--- src/rtl/alu_seq_exec_if.sv ---
// alu_seq_exec_if: request/result bundle between a requester and the sequential ALU
interface alu_seq_exec_if #(parameter int N = 16);
  logic start;
  logic [N-1:0] A;
  logic [N-1:0] B;
  logic [2:0] aluOp;
  logic invA;
  logic invB;
  logic Cin;
  logic sign;
  logic rorSel;
  logic busy;
  logic done;
  logic [N-1:0] Out;
  logic Zero;
  logic Ofl;
  modport master (
    output start, A, B, aluOp, invA, invB, Cin, sign, rorSel,
    input  busy, done, Out, Zero, Ofl
  );
  modport slave (
    input  start, A, B, aluOp, invA, invB, Cin, sign, rorSel,
    output busy, done, Out, Zero, Ofl
  );
endinterface

--- src/rtl/alu_seq_exec.sv ---
// alu_seq_exec: single-cycle arithmetic/logic ops and bit-serial shifts/rotates with a done pulse
module alu_seq_exec #(parameter int N = 16) (
  input logic clk,
  input logic rst,
  alu_seq_exec_if.slave bus
);
  typedef enum logic [1:0] {IDLE, SHIFT, DONE} state_t;
  state_t state;
  logic [N-1:0] shiftReg;
  logic [3:0] cnt;
  logic [1:0] shOp;
  logic rorReg;
  logic [N-1:0] aEff;
  logic [N-1:0] bEff;
  logic [N:0] sum;
  logic [N-1:0] arith;
  logic arithOfl;
  logic [N-1:0] shNext;
  always_comb begin
    aEff = bus.invA ? ~bus.A : bus.A;
    bEff = bus.invB ? ~bus.B : bus.B;
    sum = {1'b0, aEff} + {1'b0, bEff} + (N+1)'(bus.Cin);
    arith = bus.aluOp[1:0] == 2'b00 ? sum[N-1:0] :
            bus.aluOp[1:0] == 2'b01 ? aEff & bEff :
            bus.aluOp[1:0] == 2'b10 ? aEff | bEff : aEff ^ bEff;
    // Only ADD can overflow; signed rule compares operand signs with the result sign
    arithOfl = bus.aluOp[1:0] != 2'b00 ? 1'b0 :
               bus.sign ? (aEff[N-1] == bEff[N-1] && sum[N-1] != aEff[N-1]) : sum[N];
    shNext = shOp == 2'b00 ? {shiftReg[N-2:0], shiftReg[N-1]} :
             shOp == 2'b01 ? (rorReg ? {shiftReg[0], shiftReg[N-1:1]} : {shiftReg[N-2:0], 1'b0}) :
             shOp == 2'b10 ? {shiftReg[N-1], shiftReg[N-1:1]} : {1'b0, shiftReg[N-1:1]};
  end
  always_ff @(posedge clk or posedge rst)
    if (rst) begin
      state <= IDLE;
      shiftReg <= '0;
      cnt <= '0;
      shOp <= '0;
      rorReg <= 1'b0;
      bus.busy <= 1'b0;
      bus.done <= 1'b0;
      bus.Out <= '0;
      bus.Zero <= 1'b0;
      bus.Ofl <= 1'b0;
    end else begin
      bus.done <= 1'b0;
      case (state)
        IDLE:
          if (bus.start) begin
            bus.busy <= 1'b1;
            shOp <= bus.aluOp[1:0];
            rorReg <= bus.rorSel;
            if (bus.aluOp[2]) begin
              bus.Out <= arith;
              bus.Zero <= arith == '0;
              bus.Ofl <= arithOfl;
              bus.done <= 1'b1;
              state <= DONE;
            end else if (bEff[3:0] == 4'd0) begin
              bus.Out <= aEff;
              bus.Zero <= aEff == '0;
              bus.Ofl <= 1'b0;
              bus.done <= 1'b1;
              state <= DONE;
            end else begin
              shiftReg <= aEff;
              cnt <= bEff[3:0];
              state <= SHIFT;
            end
          end
        SHIFT: begin
          shiftReg <= shNext;
          cnt <= cnt - 4'd1;
          if (cnt == 4'd1) begin
            bus.Out <= shNext;
            bus.Zero <= shNext == '0;
            bus.Ofl <= 1'b0;
            bus.done <= 1'b1;
            state <= DONE;
          end
        end
        DONE: begin
          bus.busy <= 1'b0;
          state <= IDLE;
        end
        default: state <= IDLE;
      endcase
    end
endmodule

--- src/flat_wrapper.sv ---
// flat-port wrapper written by rule: the top's interface ports become plain ports
module alu_seq_exec_flat 
#(parameter int N = 16)
  (clk, rst, bus_start, bus_A, bus_B, bus_aluOp, bus_invA, bus_invB, bus_Cin, bus_sign, bus_rorSel, bus_busy, bus_done, bus_Out, bus_Zero, bus_Ofl);
  alu_seq_exec_if #(.N(N)) bus_i ();
  input logic clk;
  input logic rst;
  input wire logic [$bits(bus_i.start)-1:0] bus_start;
  input wire logic [$bits(bus_i.A)-1:0] bus_A;
  input wire logic [$bits(bus_i.B)-1:0] bus_B;
  input wire logic [$bits(bus_i.aluOp)-1:0] bus_aluOp;
  input wire logic [$bits(bus_i.invA)-1:0] bus_invA;
  input wire logic [$bits(bus_i.invB)-1:0] bus_invB;
  input wire logic [$bits(bus_i.Cin)-1:0] bus_Cin;
  input wire logic [$bits(bus_i.sign)-1:0] bus_sign;
  input wire logic [$bits(bus_i.rorSel)-1:0] bus_rorSel;
  output wire logic [$bits(bus_i.busy)-1:0] bus_busy;
  output wire logic [$bits(bus_i.done)-1:0] bus_done;
  output wire logic [$bits(bus_i.Out)-1:0] bus_Out;
  output wire logic [$bits(bus_i.Zero)-1:0] bus_Zero;
  output wire logic [$bits(bus_i.Ofl)-1:0] bus_Ofl;
  assign bus_i.start = bus_start;
  assign bus_i.A = bus_A;
  assign bus_i.B = bus_B;
  assign bus_i.aluOp = bus_aluOp;
  assign bus_i.invA = bus_invA;
  assign bus_i.invB = bus_invB;
  assign bus_i.Cin = bus_Cin;
  assign bus_i.sign = bus_sign;
  assign bus_i.rorSel = bus_rorSel;
  assign bus_busy = bus_i.busy;
  assign bus_done = bus_i.done;
  assign bus_Out = bus_i.Out;
  assign bus_Zero = bus_i.Zero;
  assign bus_Ofl = bus_i.Ofl;
  alu_seq_exec #(.N(N)) u_core (.clk(clk), .rst(rst), .bus(bus_i));
endmodule
--- config.mk ---
export PLATFORM = sky130hd
export DESIGN_NAME = alu_seq_exec_flat
export DESIGN_NICKNAME = d
export VERILOG_FILES = /design/src/rtl/alu_seq_exec_if.sv /design/src/rtl/alu_seq_exec.sv /design/src/flat_wrapper.sv
export SDC_FILE = /design/constraint.sdc
export NUM_CORES = 1
export LEC_CHECK = 0
export BUFFER_PORTS_ARGS = -buffer_cell sky130_fd_sc_hd__buf_2
export CORE_ASPECT_RATIO = 0.9
export CORE_MARGIN = 2
export CORE_UTILIZATION = 41
export DETAILED_ROUTE_END_ITERATION = 12
export PLACE_DENSITY_LB_ADDON = 0.08
export RECOVER_POWER = 100
export SLEW_MARGIN = 20
export SYNTH_ARGS = -nofsm -noshare
export SYNTH_HDL_FRONTEND = slang
export SYNTH_SLANG_ARGS = --single-unit
export TNS_END_PERCENT = 10
--- constraint.sdc ---
create_clock -name clk -period 3 [get_ports clk]
set_input_delay 0.45 -clock clk [delete_from_list [all_inputs] [get_ports clk]]
set_output_delay 0.45 -clock clk [all_outputs]
set_load 0.03 [all_outputs]
==> results of run 1 <==
[worst min-delay path by stage]
stage	start	to	slack (ns)	depth (start not counted)
detailed placement	u_core.bus.Ofl	u_core.bus.Ofl	0.46	2
floorplan	u_core.shiftReg[11]	u_core.shiftReg[11]	0.47	2
CTS	bus_rorSel	u_core.rorReg	0.39	2
global placement	u_core.bus.Out[7]	u_core.bus.Out[7]	0.46	2
global route	bus_rorSel	u_core.rorReg	0.39	2
finish	bus_rorSel	u_core.rorReg	0.39	2
[critical path: stages]
cell and delay, ns:
buf_2 0.13, buf_12 0.16, xor2_1 0.18, ha_1 0.30, buf_4 0.14, nand2_1 0.10, buf_4 0.16, o21ai_1 0.23
a32oi_4 0.12, o311ai_4 0.28, xnor2_1 0.13, mux4_2 0.49, nor2b_1 0.13, a41o_1 0.17
[repair_timing]
item | in CTS | in global routing
pin swaps | 7 | 8
setup buffers | 5 | 1
endpoints found under the setup margin | 6 | 10
cloned | 0 | 0
hold buffers | 0 | 0
gates resized for setup | 9 | 29
[cell families after synthesis]
group           count (synthesis)  synth area share [%]
simple gates                  171                  17.3
fa+ha+maj                      35                  9.95
mux                            23                  6.40
xor+xnor                       47                  10.8
buf+inv                        87                  7.69
flops                          45                  25.2
compound gates                167                  22.7
[per-stage QoR]
step | hold WS (ns) | worst slack [ns] | setup TNS, ns
final | 0.390 | 0.0618 | 0
after global routing | 0.390 | -0.00271 | -0.00521
after CTS | 0.389 | 0.0120 | 0
after detailed placement | 0.463 | -0.586 | -3.42
after global placement | 0.459 | -0.575 | -3.08
after floorplan | 0.470 | -0.116 | -0.269
[power breakdown]
| group | switching [mW] | leakage (nW) | internal (mW) |
|---|---|---|---|
| clock | 0.245 | 0.0702 | 0.310 |
| sequential | 0.243 | 0.543 | 0.909 |
| combinational | 1.74 | 2.18 | 1.10 |
| total | 2.23 | 2.79 | 2.32 |
[synth_stat cells, drive strengths merged, types with 4 or more instances]
library cell  instances
buf                   6
a21oi                46
o21ai                74
a21o                  4
mux2                  5
and3                  5
nand3                12
inv                  51
ha                   34
xnor2                 9
mux4                  4
nor3b                 6
nor2b                 5
xor2                 38
clkbuf               28
nor2                 39
nand4                 8
mux2i                14
nand2                73
nand2b                5
a31oi                 9
nor3                 10
dfrtp                45
[layout make-up]
cell class              count  area share (%)
repair buffers            157            17.1
multi-input cells         443            55.3
inverters                  53            3.40
flip-flops and latches     45            19.0
well taps                 133            2.81
clock buffers               5            2.11
clock inverters             3           0.359
[sequential cells by signal, summed over array words and instances (netlist names)]
| signal | cells |
|---|---|
| u_core.shOp | 2 |
| u_core.bus.Ofl | 1 |
| u_core.bus.Out | 16 |
| u_core.bus.busy | 1 |
| u_core.bus.done | 1 |
| u_core.rorReg | 1 |
| u_core.cnt | 4 |
| u_core.state | 2 |
| u_core.shiftReg | 16 |
| u_core.bus.Zero | 1 |
[layout by cell type, fill, tap and decap left out, drive strengths merged, types with 2 or more instances in the layout]
cell type,count
buf,132
o21ai,74
nand2,73
inv,52
a21oi,46
dfrtp,45
nor2,39
xor2,38
ha,34
clkbuf,30
mux2i,14
nand3,12
nor3,10
a31oi,9
xnor2,9
nand4,8
nor3b,6
and3,5
nand2b,5
nor2b,5
mux2,5
a21o,4
mux4,4
a22oi,3
clkinv,3
o31ai,3
nor4,3
o311ai,3
a221oi,3
o211ai,2
a41oi,2
nand3b,2
o21bai,2
o211a,2
o21a,2
a311oi,2
[layer usage]
| metal | track usage (%) | up-vias | share of wire [%] |
|---|---|---|---|
| met1 | 36.2 | 2138 | 48 |
| li1 | - | 2237 | - |
| met5 | 0 | - | 0 |
| met2 | 38.7 | 153 | 45 |
| met3 | 3.29 | 19 | 5.1 |
| met4 | 4.41 | 0 | 1.5 |
==> run_results.csv, run 1 <==
group,metric,value,unit
run_status,outcome,"finished with violations",
run_status,failed_checks,"max-capacitance violations, max-slew violations",
final_layout,final_core_util,55.3,%
critical_path,worstPathMaxFanout,10,
floorplanning,initial_utilization,41.7,%
run,drv_cap,1,
routing,drtIter0Drc,318,
yosys,postSynth.topFlopCell,"dfrtp_1",
clock_tree,cell_chosen_for_the_clock_root,"clkbuf_16",
sta,slew-limit-headroom,-15.6,%
sta,max_clock_freq,340,MHz
place,place_inst,825,
critical_path,crit_path_start_kind,"input port",
yosys,synth_edf_count,0,
clock_tree,htree_num_levels,2,
final_layout,finish.net_count,783,
critical_path,worstReg2RegStart,"u_core.state[1]",
place,place.port_buffers,62,
grt,maximum_number_of_pins_on_one_net_before_global_route_repair,46,
grt,antenna_found_initial,0,
final_layout,n_fill_cell,1041,
final_layout,fraction_of_layout_cells_with_a_size_suffix_above_1,28.9,%
yosys,synthesis.nets,653,
critical_path,worst-setup-path-type,"input port to register",
clock_tree,clk_lat_worst_skew,0.29,ns
critical_path,cp.required,3.23,ns
clock_tree,cts_made_buffers,5,
yosys,synthCells,575,
grt,globalRouteOverflowTotal,0,
sta,setup_viol_count_final,0,
clock_tree,cts_tree,"yes",
yosys,synth-async-reset-ratio,100,%
critical_path,r2r-end,"u_core.bus.Zero",
final_layout,ff_latch_area,1130,um^2
power_and_ir_drop,vdd.ir_drop.worst,0.419,mV
power_and_ir_drop,power_per_cell_area,768,nW/um^2
routing,drc,0,
clock_tree,cts_num_sinks,45,
yosys,synth_sequential_area_ratio,25.2,%
grt,grt_first_pass_wirelength,22300,um
floorplanning,rows,36,
sta,finalCritPeriodShare,97.9,%
min_path,worstHoldPathType,"input port to register",
clock_tree,cts_max_path_buffers,2,
routing,1st_pass_router_iterations,5,
final_layout,finalInstanceArea,5930,um^2
final_layout,multi_input_area,3280,um^2
critical_path,worstRegToRegCells,9,
floorplanning,die_outline_area,11800,um^2
clock_tree,cts_clk_pin_slew_worst_paths,0.07,ns
grt,grt.total_usage,24.5,%
power_and_ir_drop,power.static_leakage,2.79,nW
yosys,post-synth-top-area-fraction,25.2,%
yosys,synth.cell_area,4480,um^2
yosys,ys_types,57,
yosys,synth-seq-cells,45,
floorplanning,die_width,114,um
routing,wl,14200,um
sta,final-hold-violation-count,0,
critical_path,cp-startpoint,"bus_invA",
routing,route.detailed.vias_per_inst,5.42,
place,hpwl,11400,um
grt,number_of_global_route_vias_before_repair,4205,
floorplanning,io_pins,63,
yosys,synth_area_leaders,"dfrtp_1 25%, ha_1 9.5%, o21ai_0 7.8%",
critical_path,reg2reg_slack,0.88,ns
yosys,synth.largest_area_cell,"dfrtp_1",
sta,grt_setup_unrepaired,"yes",
sta,skew,0.00563,ns
sta,worst_tran_pin_value,1.73,ns
sta,slew_viol_final,46,
final_layout,area_growth,32.5,%
critical_path,cp-end-kind,"register",
routing,final_antenna_net_count,0,
critical_path,worst_ep_arrival_time,3.17,ns
routing,drt_wl_cell,17.0,um
sta,final_period_minus_worst_setup_slack,2.94,ns
critical_path,cp-endpoint,"u_core.bus.Zero",
power_and_ir_drop,power_consumption,4.55,mW
yosys,yosys_warnings,0,
floorplanning,die_height,103,um
floorplanning,fp.coreArea,10700,um^2
yosys,postSynthAreaPerCell,7.78,um^2
place,routabilityCongestion,0.940,
final_layout,final_cells,839,
final_layout,antenna-diode-count,0,
routing,detailroute.via_count,4547,
place,postPlaceCellArea,5570,um^2
No activity file was read; power rests on OpenSTA's default activity.
==> run 2: changes to the inputs <==
Settings changed: ABC_CLOCK_PERIOD_IN_PS set to 3000, CORE_MARGIN 2 to 5, CTS_BUF_LIST set to sky130_fd_sc_hd__clkbuf_4.
==> run 2 against run 1 <==
Net effect:
- the run still ends with max-capacitance violations, max-slew violations left
- worst setup slack lost 0.013 ns
- cell count grew 0.95%
- global-route usage shrank 2.6 points
- clock skew grew 0.0092 ns
- routed wire length is essentially flat
- first-iteration DRC count grew 19%
- clock power shrank 29%
- critical path depth is the same
- via count shrank 0.59%
==> run_results.csv, run 2 (synthesized netlist as in run 1, its figures left out) <==
group,metric,value,unit
sta,skew,0.0148,ns
sta,worst_tran_pin_value,1.67,ns
critical_path,worstPathMaxFanout,4,
critical_path,family_of_cells_with_the_greatest_summed_delay_on_the_critical_path,"compound AO/OA/AOI/OAI gates",
final_layout,most-common-layout-cells,"94 x buf_4, 71 x nand2_1, 70 x o21ai_0",
floorplanning,initial_utilization,41.6,%
grt,maximum_number_of_pins_on_one_net_before_global_route_repair,48,
floorplanning,die_height,109,um
power_and_ir_drop,power.static_leakage,2.78,nW
critical_path,delay_of_the_slowest_critical_path_stage,0.46,ns
final_layout,fraction_of_layout_cells_with_a_size_suffix_above_1,26.3,%
floorplanning,die_width,120,um
place,hpwl,11700,um
place,routabilityCongestion,0.908,
critical_path,cp-startpoint,"bus_invA",
floorplanning,die_outline_area,13100,um^2
grt,grt.total_usage,21.9,%
clock_tree,cts_clk_pin_slew_worst_paths,0.15,ns
clock_tree,cts_made_buffers,5,
final_layout,antenna-diode-count,0,
critical_path,worst-setup-path-type,"input port to register",
min_path,worstHoldPathType,"input port to register",
sta,final_period_minus_worst_setup_slack,2.95,ns
clock_tree,cell_chosen_for_the_clock_root,"clkbuf_4",
clock_tree,cts_tree,"yes",
critical_path,worst_ep_arrival_time,3.29,ns
routing,wl,14200,um
final_layout,layout_commonest_cell,"buf_4",
final_layout,finish.net_count,791,
min_path,min_delay_startpoint,"bus_rorSel",
grt,globalRouteOverflowTotal,0,
floorplanning,rows,36,
sta,slew-limit-headroom,-11.2,%
clock_tree,htree_num_levels,2,
sta,final-hold-violation-count,0,
critical_path,crit_path_start_kind,"input port",
final_layout,area_growth,29.1,%
grt,antenna_found_initial,0,
floorplanning,io_pins,63,
final_layout,n_fill_cell,1076,
critical_path,crit_buf_inv,2,
grt,grt_first_pass_wirelength,22800,um
place,place.port_buffers,62,
routing,detailroute.via_count,4520,
routing,drc,0,
sta,slew_viol_final,46,
routing,final_antenna_net_count,0,
sta,finalCritPeriodShare,98.4,%
critical_path,cp-end-kind,"register",
sta,tns,0,ns
routing,route.detailed.vias_per_inst,5.34,
sta,setup_viol_count_final,0,
power_and_ir_drop,power_consumption,4.34,mW
run_status,failed_checks,"max-capacitance violations, max-slew violations",
grt,number_of_global_route_vias_before_repair,4356,
run_status,outcome,"finished with violations",
power_and_ir_drop,power_per_cell_area,752,nW/um^2
floorplanning,fp.coreArea,10800,um^2
critical_path,cp.required,3.33,ns
final_layout,biggestRegsByFlops,"u_core.bus.Out: 16 flops, u_core.shiftReg: 16 flops, u_core.cnt: 4 flops",
critical_path,crit_chain,"buf_4, buf_12, xor2_2, fa_2, ha_1, nor3_1, o21ai_1, a41oi_2, xnor2_1, mux4_2, a21oi_1, nand4_1, nor4b_2, a41o_1",
critical_path,worstReg2RegStart,"u_core.state[1]",
routing,drt_wl_cell,16.8,um
power_and_ir_drop,vdd.ir_drop.worst,0.697,mV
critical_path,critical-path-slowest-cell,"mux4_2",
run,drv_cap,1,
clock_tree,cts_max_path_buffers,2,
clock_tree,cts_num_sinks,45,
clock_tree,clk_lat_worst_skew,0.38,ns
sta,max_clock_freq,339,MHz
routing,1st_pass_router_iterations,5,
routing,drtIter0Drc,379,
[run 2: cell count changes in the layout (fill, tap and decap cells not counted), sizes merged]
cell and change:
buf +7, bufinv +1, clkbuf +1, clkinvlp -1
[run 2: worst paths after layout]
check	endpoint	slack, ns	cells past startpoint
max in group asynchronous	u_core.shiftReg[9]	1.47	2
max reg2reg	u_core.bus.Zero	0.80	11
min reg2reg	u_core.bus.Out[2]	0.49	2
min in group asynchronous	u_core.bus.Out[10]	0.56	2
min	u_core.rorReg	0.30	2
max	u_core.bus.Zero	0.05	14
[run 2: cell type report]
class                      instances  area [um^2]  area share (%)
tap                              133          166            2.88
timing repair buffer             165         1080            18.7
clock inverter                     3         43.8           0.758
sequential                        45         1130            19.5
inverter                          53          201            3.49
clock buffer                       5         37.5           0.650
multi-input combinational        443         3120            54.0
[run 2: what timing repair did]
| item | in CTS | in global routing |
|---|---|---|
| endpoints found under the setup margin | 1 | 6 |
| hold buffers | 0 | 0 |
| gates resized for setup | 1 | 14 |
| setup buffers | 0 | 2 |
| endpoints found under the hold margin | 0 | 0 |
| pin swaps | 0 | 8 |
[run 2: power breakdown]
group	switching (mW)	leakage [nW]	internal (mW)	total (mW)
logic	1.72	2.20	1.08	2.80
clock network	0.216	0.0456	0.177	0.393
registers	0.245	0.543	0.905	1.15
total	2.18	2.78	2.16	4.34
[run 2: metal layers]
metal | up-vias | routed length (um) | track usage [%]
li1 | 2263 | - | -
met4 | 0 | 140 | 3.35
met5 | - | 0 | 0
met2 | 121 | 6300 | 34.8
met3 | 12 | 749 | 3.11
met1 | 2124 | 7040 | 32.3
[run 2: through the flow]
stage | instance area [um^2] | setup slack, ns | hold slack (ns) | utilization (%) | cells
final | 5780 | 0.0486 | 0.296 | 53.7 | 847
after global routing | 5780 | -0.0219 | 0.288 | 53.7 | 847
after CTS | 5750 | 0.0387 | 0.283 | 53.5 | 845
after detailed placement | 5670 | -0.482 | 0.466 | 52.6 | 837
after global placement | 5670 | -0.436 | 0.457 | 52.6 | 837
after floorplan | 4580 | -0.116 | 0.470 | - | 575
